==> config.mk <==
export PLATFORM = sky130hd
export DESIGN_NAME = glb_load_sequencer
export DESIGN_NICKNAME = d
export VERILOG_FILES = /design/src/rtl/glb_load_sequencer.sv
export SDC_FILE = /design/constraint.sdc
export NUM_CORES = 1
export LEC_CHECK = 0
export BUFFER_PORTS_ARGS = -buffer_cell sky130_fd_sc_hd__buf_2
export CAP_MARGIN = 0
export CORE_ASPECT_RATIO = 0.9
export CORE_MARGIN = 2
export CORE_UTILIZATION = 45
export CTS_CLUSTER_DIAMETER = 150
export DETAILED_ROUTE_END_ITERATION = 10
export GPL_TIMING_DRIVEN = 0
export PLACE_DENSITY = 0.7
export SYNTH_ARGS = -nofsm -noshare
export SYNTH_HDL_FRONTEND = slang
export SYNTH_SLANG_ARGS = --single-unit
==> constraint.sdc <==
create_clock -name clk -period 6.4 [get_ports clk]
set_clock_uncertainty 0.2 [all_clocks]
set_input_delay 1.28 -clock clk [delete_from_list [all_inputs] [get_ports clk]]
set_output_delay 1.28 -clock clk [all_outputs]
set_load 0.02 [all_outputs]
==> src/rtl/glb_load_sequencer.sv <==
// Streams one layer's ifmap, weight and bias words from DRAM into the GLB SRAMs in fixed order,
// backing off whenever the compute path claims the SRAMs.
module glb_load_sequencer #(
    parameter int ADDR_W       = 12,
    parameter int DATA_W       = 32,
    parameter int IFMAP_DEPTH  = 32,
    parameter int WEIGHT_DEPTH = 1024,
    parameter int BIAS_DEPTH   = 128
) (
    input  logic              clk,
    input  logic              rst,
    input  logic              start,
    input  logic [ADDR_W-1:0] ifmap_len,
    input  logic [ADDR_W-1:0] weight_len,
    input  logic [ADDR_W-1:0] bias_len,
    input  logic              in_valid,
    input  logic [DATA_W-1:0] in_data,
    output logic              in_ready,
    input  logic              glb_busy,
    output logic              ifmap_wen,
    output logic              weight_wen,
    output logic              bias_wen,
    output logic [ADDR_W-1:0] wr_addr,
    output logic [DATA_W-1:0] wr_data,
    output logic              busy,
    output logic              load_done,
    output logic              cfg_err
);

    // state | meaning: IDLE wait start; LD_* streaming a region; DONE one-cycle completion
    typedef enum logic [2:0] {IDLE, LD_IFMAP, LD_WEIGHT, LD_BIAS, DONE} state_t;

    state_t            state, state_nxt;
    logic [ADDR_W-1:0] cnt, ifmap_len_q, weight_len_q, bias_len_q, cur_len;
    logic              xfer, last, len_bad, start_ok;

    always_ff @(posedge clk or posedge rst) begin
        if (rst) state <= IDLE;
        else     state <= state_nxt;
    end

    always_comb begin
        len_bad  = (ifmap_len > ADDR_W'(IFMAP_DEPTH)) || (weight_len > ADDR_W'(WEIGHT_DEPTH))
                || (bias_len > ADDR_W'(BIAS_DEPTH));
        start_ok = (state == IDLE) && start && !len_bad;
        in_ready = ((state == LD_IFMAP) || (state == LD_WEIGHT) || (state == LD_BIAS)) && !glb_busy;
        xfer     = in_valid && in_ready;
        cur_len  = '0;
        case (state)
            LD_IFMAP:  cur_len = ifmap_len_q;
            LD_WEIGHT: cur_len = weight_len_q;
            LD_BIAS:   cur_len = bias_len_q;
            default:   cur_len = '0;
        endcase
        last      = xfer && (cnt == cur_len - 1'b1);
        state_nxt = state;
        case (state)
            IDLE: begin
                if (start_ok) begin
                    if (ifmap_len != '0)       state_nxt = LD_IFMAP;
                    else if (weight_len != '0) state_nxt = LD_WEIGHT;
                    else if (bias_len != '0)   state_nxt = LD_BIAS;
                    else                       state_nxt = DONE;
                end
            end
            LD_IFMAP: begin
                if (last) begin
                    if (weight_len_q != '0)    state_nxt = LD_WEIGHT;
                    else if (bias_len_q != '0) state_nxt = LD_BIAS;
                    else                       state_nxt = DONE;
                end
            end
            LD_WEIGHT: begin
                if (last) state_nxt = (bias_len_q != '0) ? LD_BIAS : DONE;
            end
            LD_BIAS: begin
                if (last) state_nxt = DONE;
            end
            DONE:    state_nxt = IDLE;
            default: state_nxt = IDLE;
        endcase
    end

    always_ff @(posedge clk or posedge rst) begin
        if (rst) begin
            cnt          <= '0;
            ifmap_len_q  <= '0;
            weight_len_q <= '0;
            bias_len_q   <= '0;
        end else if (start_ok) begin
            cnt          <= '0;
            ifmap_len_q  <= ifmap_len;
            weight_len_q <= weight_len;
            bias_len_q   <= bias_len;
        end else if (xfer) begin
            cnt <= last ? '0 : cnt + 1'b1;
        end
    end

    // Write port is one cycle behind the handshake; address/data hold between writes.
    always_ff @(posedge clk or posedge rst) begin
        if (rst) begin
            ifmap_wen  <= 1'b0;
            weight_wen <= 1'b0;
            bias_wen   <= 1'b0;
            wr_addr    <= '0;
            wr_data    <= '0;
            cfg_err    <= 1'b0;
        end else begin
            ifmap_wen  <= xfer && (state == LD_IFMAP);
            weight_wen <= xfer && (state == LD_WEIGHT);
            bias_wen   <= xfer && (state == LD_BIAS);
            cfg_err    <= (state == IDLE) && start && len_bad;
            if (xfer) begin
                wr_addr <= cnt;
                wr_data <= in_data;
            end
        end
    end

    assign busy      = (state != IDLE);
    assign load_done = (state == DONE);

endmodule

; ---- After elaboration in Yosys (flattened, before gate mapping)
; Index checks and enable logic that the tools add are counted.
[op_classes]
addsub = 2
n_lt_le_gt_ge = 3
n_eq_ne = 9
n_mux = 14
n_reduce_logical = 24
[op_table]
columns = operator, n
row1 = nonzero test 12 bit, 5
row2 = two-way mux 12 bit, 3
row3 = one-hot mux 12 bit (3 select lines), 1
row4 = two-way mux 3 bit, 9
row5 = "adder 12 x 1 -> 12 bit, second input constant", 1
row6 = == test 12 bit, 1
row7 = "greater-than comparator 12 x 11 -> 1 bit, second input constant", 1
row8 = "greater-than comparator 12 x 6 -> 1 bit, second input constant", 1
row9 = "greater-than comparator 12 x 8 -> 1 bit, second input constant", 1
row10 = one-hot mux 3 bit (4 select lines), 1
row11 = "subtractor 12 x 1 -> 12 bit, second input constant", 1
row12 = logical AND 1 bit, 9
row13 = "!= test 2 bit, second input constant", 4
row14 = "== test 3 x 2 -> 1 bit, second input constant", 2
row15 = logical OR 1 bit, 4
row16 = AND reduction 4 bit, 1
row17 = "== test 3 x 1 -> 1 bit, second input constant", 1
row18 = "== test 3 bit, second input constant", 1
row19 = zero test 3 bit, 1
row20 = nonzero test 3 bit, 1
row21 = zero test 1 bit, 2
row22 = nonzero test 2 bit, 1
[word_totals]
ff_bits = 99
inputBits = 73
wordCells = 63

; ---- Depth between registers and ports, before layout
[depth]
ltp_word = 9
mapped_depth = 12
mapped_depth_nobuf = 11

; ---- Worst setup path after synthesis
; No wires, ideal clock.
[synth_timing]
path_kind = input to register
startpoint = in bias_len[8]
endpoint = reg ifmap_len_q[0]
setup_time_ns = 0.125
arrival_time_ns = 3.052
required_ns = 6.075
slack_ns = 3.024
cell_stages = 7
cell_sequence = or4_1 a211oi_1 and3_1 nand3_1 clkbuf_1 buf_1 mux2_2
[synth_between]
elab_chain_len = 4
[synth_rtl]
columns = item, line
row1 = from (decl), 15  ; input logic [ADDR_W-1:0] bias_len,
row2 = greater-than comparator 12 x 8 -> 1 bit, 44  ; || (bias_len > ADDR_W'(BIAS_DEPTH));
row3 = logical OR 1 bit, 44
row4 = zero test 1 bit, 45  ; start_ok = (state == IDLE) && start && !len_bad;
row5 = logical AND 1 bit, 45
row6 = to (signal assigned), 92  ; ifmap_len_q <= ifmap_len;
row7 = to (decl), 34  ; logic [ADDR_W-1:0] cnt, ifmap_len_q, weight_len_q, bias_len_q, cur_len;
; No other way between the ends.
; A chain may end at the register's enable or synchronous reset.

; ---- Final worst setup path
[layout_timing]
startpoint = reg state[0]
endpoint = out busy
[layout_between]
elab_chain_len = 1
[layout_rtl]
columns = item, line
row1 = from (decl), 33  ; state_t state, state_nxt;
row2 = from (signal assigned), 39  ; else state <= state_nxt;
row3 = nonzero test 3 bit, 121  ; assign busy = (state != IDLE);
row4 = to (decl), 25  ; output logic busy,
; No other way between the ends.

==> reports/metrics.cfg <==
[floorplanning]
row_count=35
ios=124
die_y_microns=102
die_w_microns=113
start_util_pct=46.7
core-area_sq_um=10300
die_area_sq_um=11600

[min_path]
hold_path_class=register to register

[critical_path]
crit_fanout=10
cp-end-kind=output port
cp_slowest_cell=nor3_1
slowest_delay_ns=0.64
path_class=register to output port
crit_family=buffers and inverters
worstSetupStartpointType=register
required_ns=4.92
cp.arrival_ns=2.15
cp_cell_sequence=buf_4 -> clkbuf_1 -> nor3_1 -> inv_1 -> buf_2
cp.buffers_inverters=4

[yosys]
synth_area_leaders=dfrtp_1, nand2_1, mux2_2, xnor2_1, and2_1
yosysTopAreaCell=dfrtp_1
synth_edf_count=0
synth_cells=485
syn-num-nets=560
synth_top_area_share_pct=51.3
synth.avg_cell_area_sq_um=9.95
yosys_warnings=0
yosysSeqAreaShare_pct=51.3
yosys-top-cells-count=nand2_1, dfrtp_1, mux2_2, nor2_1, nand3_1
synthDistinctLibCells=57
synth_area_sq_um=4830
synth-seq-cells=99
ys_async_sr_fraction_pct=100
synth_most_common_cell=nand2_1
synth_flop_cell=dfrtp_1

[clock_network]
cts-buffers-inserted=9
htreeDepth=3
cts_root_buf=clkbuf_16
path_clk_slew_ns=0.07
clock_latency_ns=0.34
clock_sinks=99
cts_tree=built
post_cts_buffers=0
clock_path_buffers=2
postCtsResizedCells=0
holdBufCountCts=0

[route]
drt-wirelength-per-cell_microns=16.0
drt_iter0_drc=200
dr.pass1.iters=7
vias=4022
antenna_left=0
avgViaCountPerCell=5.33
drc=3
wirelength_microns=12000

[cells_and_area]
nets=695
antennaDiodeCount=0
areaGrowthSynthToFinish_pct=23.6
layout-drive-gt1-share_pct=29.9

[grt]
antenna_found_initial=0
grt_max_degree=64
grt_pass1_wl_microns=19800
grt-ovfl-total=0
track_usage_pct=21.4
grt_pass1_vias=4045

[timing]
min_period_ns=3.63
worst_pin_slew_ns=0.703
finalSetupViolations=0
grt_setup_unrepaired=false
holdWs_ns=0.269
slew_violations=0
setup_tns_ns=0
period_share_pct=56.7
maxSlewHeadroom_pct=53.0
finalHoldViolCount=0
fmax_mhz=275

[power_and_ir_drop]
p_leak_nw=3.16
ir_worst_vdd_mv=0.182
powerDensity_nw_per_um2=267

[outcome]
outcome=complete, but fails checks
violations=design-rule violations

[place]
numPortBuffers=123
hpwl_microns=9160
routabilityCongestion=0.888

[job]
maxCapViolCount=0

[worst register-to-register path, stage by stage, from the launching register on]
cell	delay, ns
dfrtp_1	0.48
buf_4	0.24
a21oi_1	0.06
a211oi_1	0.45
inv_1	0.10
ha_1	0.30
xnor2_1	0.14
nor4_2	0.31
o2111ai_2	0.23
o41ai_4	0.73
nand3_1	0.13
o21ai_1	0.11
[metal layers]
metal  part of all wire, %  global-route usage, %  up-vias
li1                      -                      -     1940
met1                    46                   30.7     1921
met2                    46                   33.9      142
met3                   6.4                   4.09       19
met4                   1.5                   5.72        0
met5                     0                      0        -
[sequential cells by signal, summed over array words and instances, names as in the netlist]
register and count:
bias_len_q 12, bias_wen 1, cfg_err 1, cnt 12, ifmap_len_q 12, ifmap_wen 1
state 3, weight_len_q 12, weight_wen 1, wr_addr 12, wr_data 32
[layout by cell type (no fill, tap or decap), types with 3 or more instances in the layout]
cell / n
nand2_1: 139
buf_2: 124
dfrtp_1: 99
mux2_2: 26
nor2_1: 21
nand3_1: 16
clkbuf_1: 14
and2_1: 14
nor3_1: 13
nor4_1: 12
xnor2_1: 12
and3_1: 11
clkbuf_16: 9
inv_1: 8
mux2i_1: 8
xor2_1: 8
o21ai_0: 7
a21oi_1: 5
nand4_1: 5
buf_1: 4
mux2_1: 4
a22o_1: 4
a211oi_1: 3
a32oi_1: 3
a221o_1: 3
nor3b_1: 3
[cell type report]
type                       count  area (sq um)
timing repair buffer         124           643
buffer                        22           103
fill                         921          4370
multi-input combinational    354          2210
clock buffer                   9           225
clock inverter                 7           106
tap                          129           161
sequential                    99          2480
inverter                      10          40.0
[worst paths after layout]
path / startpoint / slack (ns) / cells past startpoint / to
max reg2reg: state[0] / 2.86 / 11 / state[1]
min: wr_data[30] / 0.27 / 2 / wr_data[30]
min in group asynchronous: rst / 0.77 / 2 / wr_data[6]
max in group asynchronous: rst / 4.56 / 3 / ifmap_len_q[0]
max: state[0] / 2.77 / 5 / busy
min reg2reg: wr_data[30] / 0.27 / 2 / wr_data[30]
[cell families (layout without fill, tap and decap cells)]
family / count (synthesis) / in the layout / synth area share (%)
AND/OR/NAND/NOR: 245 / 245 / 23.3
adder cells (fa/ha/maj): 2 / 2 / 0.518
flip-flops: 99 / 99 / 51.3
multiplexers: 41 / 41 / 9.57
XOR/XNOR: 20 / 20 / 3.63
buffers and inverters: 32 / 172 / 2.90
AO/OA/AOI/OAI: 46 / 46 / 8.76
[metrics by stage]
stage / area (sq um) / utilization [%] / setup WS, ns / instances / total power, mW
2_1_floorplan: 4830 / - / 2.33 / 485 / 0.900
3_3_place_gp: 5600 / 54.2 / 1.23 / 737 / 0.998
3_5_place_dp: 5630 / 54.5 / 2.52 / 738 / 1.01
4_1_cts: 5960 / 57.7 / 2.77 / 754 / 1.61
5_1_grt: 5960 / 57.7 / 2.65 / 754 / 1.67
6_report: 5960 / 57.7 / 2.77 / 754 / 1.59
[where the power goes]
group          switching (mW)  leakage (nW)  total (mW)  internal, mW
registers              0.0418          1.32       0.725         0.683
clock network           0.248         0.163       0.598         0.350
logic                   0.169          1.68       0.271         0.102
No activity file was read; power rests on OpenSTA's default activity.
